**src/rtl/zacore_decode.sv**
```systemverilog
// zacore_decode: RV32I decode stage sitting directly behind fetch.
// Decodes the presented instruction combinationally and holds the result in a
// single decode->execute register that uses a valid/ready handshake.
// Drives the stall back to fetch on execute backpressure or on a load-use
// interlock. A flush (invalidate) drops both the held and the presented instruction.
//
// Ports
//   i_clk, i_rst        clock, asynchronous active-low reset
//   i_fd_valid/pc/inst  instruction presented by fetch
//   o_stall             fetch must hold its PC and IMEM output
//   i_invalidate        pipeline flush
//   o_rf_rs1/rs2_addr   raw source fields of i_fd_inst, to the register file
//   i_ex_ready          execute accepts the held instruction
//   o_de_*              held, decoded instruction for execute
module zacore_decode #(
    parameter bit LOAD_USE_INTERLOCK = 1'b1
) (
    input  logic        i_clk,
    input  logic        i_rst,
    input  logic        i_fd_valid,
    input  logic [31:0] i_fd_pc,
    input  logic [31:0] i_fd_inst,
    output logic        o_stall,
    input  logic        i_invalidate,
    output logic [4:0]  o_rf_rs1_addr,
    output logic [4:0]  o_rf_rs2_addr,
    input  logic        i_ex_ready,
    output logic        o_de_valid,
    output logic [31:0] o_de_pc,
    output logic [4:0]  o_de_rs1,
    output logic [4:0]  o_de_rs2,
    output logic [4:0]  o_de_rd,
    output logic        o_de_rd_we,
    output logic [31:0] o_de_imm,
    output logic [3:0]  o_de_alu_op,
    output logic [2:0]  o_de_funct3,
    output logic        o_de_is_load,
    output logic        o_de_is_store,
    output logic        o_de_is_branch,
    output logic        o_de_is_jump,
    output logic        o_de_is_illegal
);

    localparam logic [6:0] OPC_LUI    = 7'b0110111;
    localparam logic [6:0] OPC_AUIPC  = 7'b0010111;
    localparam logic [6:0] OPC_JAL    = 7'b1101111;
    localparam logic [6:0] OPC_JALR   = 7'b1100111;
    localparam logic [6:0] OPC_BRANCH = 7'b1100011;
    localparam logic [6:0] OPC_LOAD   = 7'b0000011;
    localparam logic [6:0] OPC_STORE  = 7'b0100011;
    localparam logic [6:0] OPC_OPIMM  = 7'b0010011;
    localparam logic [6:0] OPC_OP     = 7'b0110011;
    localparam logic [6:0] OPC_FENCE  = 7'b0001111;

    localparam logic [3:0] ALU_ADD   = 4'd0;
    localparam logic [3:0] ALU_SUB   = 4'd1;
    localparam logic [3:0] ALU_SLL   = 4'd2;
    localparam logic [3:0] ALU_SLT   = 4'd3;
    localparam logic [3:0] ALU_SLTU  = 4'd4;
    localparam logic [3:0] ALU_XOR   = 4'd5;
    localparam logic [3:0] ALU_SRL   = 4'd6;
    localparam logic [3:0] ALU_SRA   = 4'd7;
    localparam logic [3:0] ALU_OR    = 4'd8;
    localparam logic [3:0] ALU_AND   = 4'd9;
    localparam logic [3:0] ALU_PASSB = 4'd10;

    logic [6:0]  opcode;
    logic [2:0]  funct3;
    logic [6:0]  funct7;
    logic [31:0] imm_i, imm_s, imm_b, imm_u, imm_j;

    assign opcode = i_fd_inst[6:0];
    assign funct3 = i_fd_inst[14:12];
    assign funct7 = i_fd_inst[31:25];

    assign imm_i = {{20{i_fd_inst[31]}}, i_fd_inst[31:20]};
    assign imm_s = {{20{i_fd_inst[31]}}, i_fd_inst[31:25], i_fd_inst[11:7]};
    assign imm_b = {{19{i_fd_inst[31]}}, i_fd_inst[31], i_fd_inst[7],
                    i_fd_inst[30:25], i_fd_inst[11:8], 1'b0};
    assign imm_u = {i_fd_inst[31:12], 12'b0};
    assign imm_j = {{11{i_fd_inst[31]}}, i_fd_inst[31], i_fd_inst[19:12],
                    i_fd_inst[20], i_fd_inst[30:21], 1'b0};

    assign o_rf_rs1_addr = i_fd_inst[19:15];
    assign o_rf_rs2_addr = i_fd_inst[24:20];

    logic        use_rs1, use_rs2, wr_rd;
    logic        d_load, d_store, d_branch, d_jump, d_illegal;
    logic [31:0] d_imm;
    logic [3:0]  d_alu_op;
    logic [3:0]  base_op;
    logic [4:0]  d_rs1, d_rs2;
    logic        d_rd_we;

    // funct3 -> ALU op for the shared OP / OP-IMM encoding (funct7 picks SUB/SRA)
    always_comb begin
        base_op = ALU_ADD;
        case (funct3)
            3'b000: base_op = ALU_ADD;
            3'b001: base_op = ALU_SLL;
            3'b010: base_op = ALU_SLT;
            3'b011: base_op = ALU_SLTU;
            3'b100: base_op = ALU_XOR;
            3'b101: base_op = ALU_SRL;
            3'b110: base_op = ALU_OR;
            3'b111: base_op = ALU_AND;
            default: base_op = ALU_ADD;
        endcase
    end

    always_comb begin
        use_rs1   = 1'b0;
        use_rs2   = 1'b0;
        wr_rd     = 1'b0;
        d_load    = 1'b0;
        d_store   = 1'b0;
        d_branch  = 1'b0;
        d_jump    = 1'b0;
        d_illegal = 1'b0;
        d_imm     = 32'd0;
        d_alu_op  = ALU_ADD;
        case (opcode)
            OPC_LUI: begin
                wr_rd    = 1'b1;
                d_imm    = imm_u;
                d_alu_op = ALU_PASSB;
            end
            OPC_AUIPC: begin
                wr_rd = 1'b1;
                d_imm = imm_u;
            end
            OPC_JAL: begin
                wr_rd  = 1'b1;
                d_imm  = imm_j;
                d_jump = 1'b1;
            end
            OPC_JALR: begin
                d_illegal = (funct3 != 3'b000);
                use_rs1   = 1'b1;
                wr_rd     = 1'b1;
                d_imm     = imm_i;
                d_jump    = 1'b1;
            end
            OPC_BRANCH: begin
                d_illegal = (funct3 == 3'b010) || (funct3 == 3'b011);
                use_rs1   = 1'b1;
                use_rs2   = 1'b1;
                d_imm     = imm_b;
                d_branch  = 1'b1;
                // EQ/NE compare via SUB, signed/unsigned ordering via SLT/SLTU
                if (!funct3[2])     d_alu_op = ALU_SUB;
                else if (funct3[1]) d_alu_op = ALU_SLTU;
                else                d_alu_op = ALU_SLT;
            end
            OPC_LOAD: begin
                d_illegal = (funct3 == 3'b011) || (funct3 == 3'b110) || (funct3 == 3'b111);
                use_rs1   = 1'b1;
                wr_rd     = 1'b1;
                d_imm     = imm_i;
                d_load    = 1'b1;
            end
            OPC_STORE: begin
                d_illegal = funct3[2] || (funct3 == 3'b011);
                use_rs1   = 1'b1;
                use_rs2   = 1'b1;
                d_imm     = imm_s;
                d_store   = 1'b1;
            end
            OPC_OPIMM: begin
                use_rs1  = 1'b1;
                wr_rd    = 1'b1;
                d_imm    = imm_i;
                d_alu_op = base_op;
                if (funct3 == 3'b001) begin
                    d_illegal = (funct7 != 7'b0000000);
                end else if (funct3 == 3'b101) begin
                    if (funct7 == 7'b0100000)      d_alu_op  = ALU_SRA;
                    else if (funct7 != 7'b0000000) d_illegal = 1'b1;
                end
            end
            OPC_OP: begin
                use_rs1  = 1'b1;
                use_rs2  = 1'b1;
                wr_rd    = 1'b1;
                d_alu_op = base_op;
                if (funct7 == 7'b0100000) begin
                    if (funct3 == 3'b000)      d_alu_op  = ALU_SUB;
                    else if (funct3 == 3'b101) d_alu_op  = ALU_SRA;
                    else                       d_illegal = 1'b1;
                end else if (funct7 != 7'b0000000) begin
                    d_illegal = 1'b1;
                end
            end
            OPC_FENCE: begin
                d_illegal = (funct3 != 3'b000);
            end
            default: d_illegal = 1'b1;
        endcase

        // An illegal instruction travels on as a bare marker: nothing used, nothing written.
        if (d_illegal) begin
            use_rs1  = 1'b0;
            use_rs2  = 1'b0;
            wr_rd    = 1'b0;
            d_load   = 1'b0;
            d_store  = 1'b0;
            d_branch = 1'b0;
            d_jump   = 1'b0;
            d_imm    = 32'd0;
            d_alu_op = ALU_ADD;
        end
    end

    assign d_rs1   = use_rs1 ? i_fd_inst[19:15] : 5'd0;
    assign d_rs2   = use_rs2 ? i_fd_inst[24:20] : 5'd0;
    assign d_rd_we = wr_rd && (i_fd_inst[11:7] != 5'd0);

    logic ex_busy, hazard;

    assign ex_busy = o_de_valid && !i_ex_ready;
    // Unused source fields are already zeroed and o_de_rd is non-zero here,
    // so a plain equality also covers the "source is used" qualifier.
    assign hazard  = LOAD_USE_INTERLOCK && i_fd_valid && o_de_valid && o_de_is_load
                     && (o_de_rd != 5'd0)
                     && ((d_rs1 == o_de_rd) || (d_rs2 == o_de_rd));
    assign o_stall = !i_invalidate && (ex_busy || hazard);

    always_ff @(posedge i_clk or negedge i_rst) begin
        if (!i_rst) begin
            o_de_valid      <= 1'b0;
            o_de_pc         <= 32'd0;
            o_de_rs1        <= 5'd0;
            o_de_rs2        <= 5'd0;
            o_de_rd         <= 5'd0;
            o_de_rd_we      <= 1'b0;
            o_de_imm        <= 32'd0;
            o_de_alu_op     <= 4'd0;
            o_de_funct3     <= 3'd0;
            o_de_is_load    <= 1'b0;
            o_de_is_store   <= 1'b0;
            o_de_is_branch  <= 1'b0;
            o_de_is_jump    <= 1'b0;
            o_de_is_illegal <= 1'b0;
        end else if (i_invalidate) begin
            o_de_valid <= 1'b0;
        end else if (ex_busy) begin
            o_de_valid <= o_de_valid;
        end else if (hazard) begin
            o_de_valid <= 1'b0;
        end else begin
            o_de_valid      <= i_fd_valid;
            o_de_pc         <= i_fd_pc;
            o_de_rs1        <= d_rs1;
            o_de_rs2        <= d_rs2;
            o_de_rd         <= i_fd_inst[11:7];
            o_de_rd_we      <= d_rd_we;
            o_de_imm        <= d_imm;
            o_de_alu_op     <= d_alu_op;
            o_de_funct3     <= funct3;
            o_de_is_load    <= d_load;
            o_de_is_store   <= d_store;
            o_de_is_branch  <= d_branch;
            o_de_is_jump    <= d_jump;
            o_de_is_illegal <= d_illegal;
        end
    end

endmodule

```
**config.mk**
```make
export PLATFORM = sky130hd
export DESIGN_NAME = zacore_decode
export DESIGN_NICKNAME = d
export VERILOG_FILES = /design/src/rtl/zacore_decode.sv
export SDC_FILE = /design/constraint.sdc
export NUM_CORES = 1
export LEC_CHECK = 0
export BUFFER_PORTS_ARGS = -buffer_cell sky130_fd_sc_hd__buf_4
export CAP_MARGIN = 0
export CORE_MARGIN = 2
export CORE_UTILIZATION = 50
export CTS_BUF_LIST = sky130_fd_sc_hd__clkbuf_2 sky130_fd_sc_hd__clkbuf_4 sky130_fd_sc_hd__clkbuf_8
export DETAILED_ROUTE_END_ITERATION = 12
export PLACE_DENSITY = 0.84
export SYNTH_ARGS = -nofsm -noshare
export SYNTH_HDL_FRONTEND = slang
export SYNTH_SLANG_ARGS = --single-unit
export TNS_END_PERCENT = 50
```
**constraint.sdc**
```tcl
create_clock -name i_clk -period 6.9 [get_ports i_clk]
set_input_delay 0.69 -clock i_clk [delete_from_list [all_inputs] [get_ports i_clk]]
set_output_delay 0.69 -clock i_clk [all_outputs]
set_load 0.1 [all_outputs]
```
==> out/results.txt <==
Worst Setup Start Kind - input pin
clock skew - 0.0165 ns
Tmin final - 4.38 ns
final cycle utilization of the critical path - 63.4%
grt total ovfl - 0
asr flop ratio synth - 100%
synthesized cell area - 0.00508 mm2
PostCTS Resize Cnt - 0
sequential area share after synthesis - 45.8%
area leader, netlist - dfrtp_1
relative slew slack - 21.7%
Max Slew Vio Count - 0
Worst-Margin Slew - 1.17 ns
final hold violations - 0
CTS tree - yes
Max Cap Violations - 0
Post-Syn Nets - 546
Netlist cell types - 57
setup ws final - 2.52 ns
Seq cells post-synth - 93
pwr/cell area - 232 mW/mm2
Leak - 3.11 nW
f_max - 228 MHz
first-pass GRT wire length - 21.8 mm
vias - 4306
setup TNS - 0 ns
setup bufs post-CTS - 0
core region area - 0.00982 mm2
WP data required - 6.21 ns
worst hold slack - 0.270 ns
Std-Cell Rows - 36
clk buf depth - 2
initial core utilization - 51.8%
most frequent cell after synthesis - dfrtp_1
CTS sink cnt - 93
Finish-stage setup viols - 0
Post-synth EDFFs - 0
number of H-tree levels - 3
clk_lat worst skew - 0.38 ns
area growth from synthesis to layout - 29.3%
Post-DP HPWL - 10.2 mm
I/O Pins - 173
Iter 0 DRT Violations - 364
Via density - 5.64
Die Width - 105 um
Post-synth top cells - dfrtp_1 (93), nand2_1 (41), inv_1 (40)
ratio of cells with drive above 1 in the final layout - 41.8%
Final Core Density - 66.9%
largest cells by area after synthesis - dfrtp_1 (46%), mux2_4 (11%), mux2i_1 (3.3%)
final wirelength - 13.6 mm
share of the synthesized area in the top cell type - 45.8%
clk root buf - clkbuf_8
die area - 0.0110 mm2
CP endpoint kind - primary output
Final #Nets - 699
CP arrival - 3.69 ns
Crit Path Category - in2out
pre-CTS setup slack - 2.26 ns
RSZ-0062 raised after global routing - no
die outline height - 105 um
drt wl/cell - 17.8 um
Antenna Violating Nets Remaining - 0
Tightest Hold Check Type - in2async
Synth Warn # - 0
Top FF cell, synth - dfrtp_1
crit path max fanout - 6
All-Layer GR Usage - 24.8%
ANT cells - 0
DRT Pass-1 Iters - 5
placed insts - 748
routability cong. - 0.889
Clock transition at path regs - 0.11 ns
vias in the first global route - 4175
Mean Syn Cell Area - 10.7 um2
final cell count without fillers - 764
Worst VDD drop - 0.157 mV
Port-buffer cells - 172
CTS buffer count - 9
outcome - finished, final reports clean
Post-CTS Hold Buffers - 0
largest net degree at the start of global routing - 52
Mapped Cells - 473
initial antenna violation count - 0
Residual DRC - 0
-- state kept, by name, indices dropped and copies added (netlist names), 3 cells and up --
signal       count
o_de_alu_op      4
o_de_funct3      3
o_de_imm        32
o_de_rs2         5
o_de_pc         32
o_de_rd          5
o_de_rs1         5
-- layout by cell type (no fill, tap or decap), types with 10 or more instances in the layout --
cell / n
o22ai_2: 10
nor2_1: 26
nand3_1: 19
a21oi_1: 17
mux2_4: 38
mux2_2: 14
mux2i_1: 17
dfrtp_1: 93
nand2_1: 41
inv_1: 40
buf_4: 176
o22ai_1: 10
-- kinds of logic (layout without fill, tap and decap cells) --
kind of cell	Yosys count	in the layout	share of synthesized area (%)
compound gates	81	81	12.2
fa+ha+maj	4	4	0.985
mux	69	69	17.7
flops	93	93	45.8
xor+xnor	8	8	1.38
simple gates	143	143	14.5
buf+inv	75	233	7.53
-- critical path: stages --
cell,delay [ns]
buf_4,0.11
inv_1,0.07
ha_1,0.23
a211oi_1,0.23
a21oi_1,0.07
a211o_1,0.37
nor4_1,0.79
nand2_1,0.15
a22oi_2,0.31
o21a_1,0.23
o21ba_2,0.15
buf_4,0.28
-- path summary, 6_finish.rpt --
kind                                from      endpoint  slack (ns)  depth (start not counted)
max in group asynchronous          i_rst  o_de_imm[29]        5.55                          2
min in group i_clk           o_de_pc[28]   o_de_pc[28]        0.52                          1
hold reg to reg              o_de_pc[28]   o_de_pc[28]        0.52                          1
setup / recovery           i_fd_inst[12]       o_stall        2.52                         12
hold / removal                     i_rst    o_de_pc[9]        0.27                          1
setup reg to reg              o_de_rd[0]   o_de_pc[25]        3.30                          8
-- area by class of cell --
class / instances / area (um2)
Tap cell: 133 / 166
Sequential cell: 93 / 2330
Clock buffer: 9 / 124
Fill cell: 787 / 3250
Clock inverter: 7 / 77.6
Inverter: 40 / 150
Timing Repair Buffer: 177 / 1340
Multi-Input combinational cell: 305 / 2380
-- power by group --
| part | total (W) | leakage, nW | switching [W] | internal, W |
|---|---|---|---|---|
| registers | 0.000610 | 1.19 | 0.0000297 | 0.000580 |
| clock network | 0.000370 | 0.0979 | 0.000227 | 0.000143 |
| logic | 0.000543 | 1.82 | 0.000399 | 0.000144 |
| total | 0.00152 | 3.11 | 0.000655 | 0.000867 |
-- per-stage QoR --
step                cell area [um2]  power [W]
CTS                            6570    0.00153
global route                   6570    0.00158
finish                         6570    0.00152
global placement               6370    0.00115
floorplan                      5080    0.00102
detailed placement             6370    0.00116
-- layer usage --
metal | vias up | GRT usage [%] | part of all wire [%]
met5 | - | 0 | 0
met4 | 0 | 6.57 | 1.8
met3 | 22 | 4.68 | 6.4
met2 | 188 | 42.8 | 51
met1 | 2136 | 32.0 | 41
li1 | 1960 | - | -
Note: power is estimated with default switching activity, not from simulation.
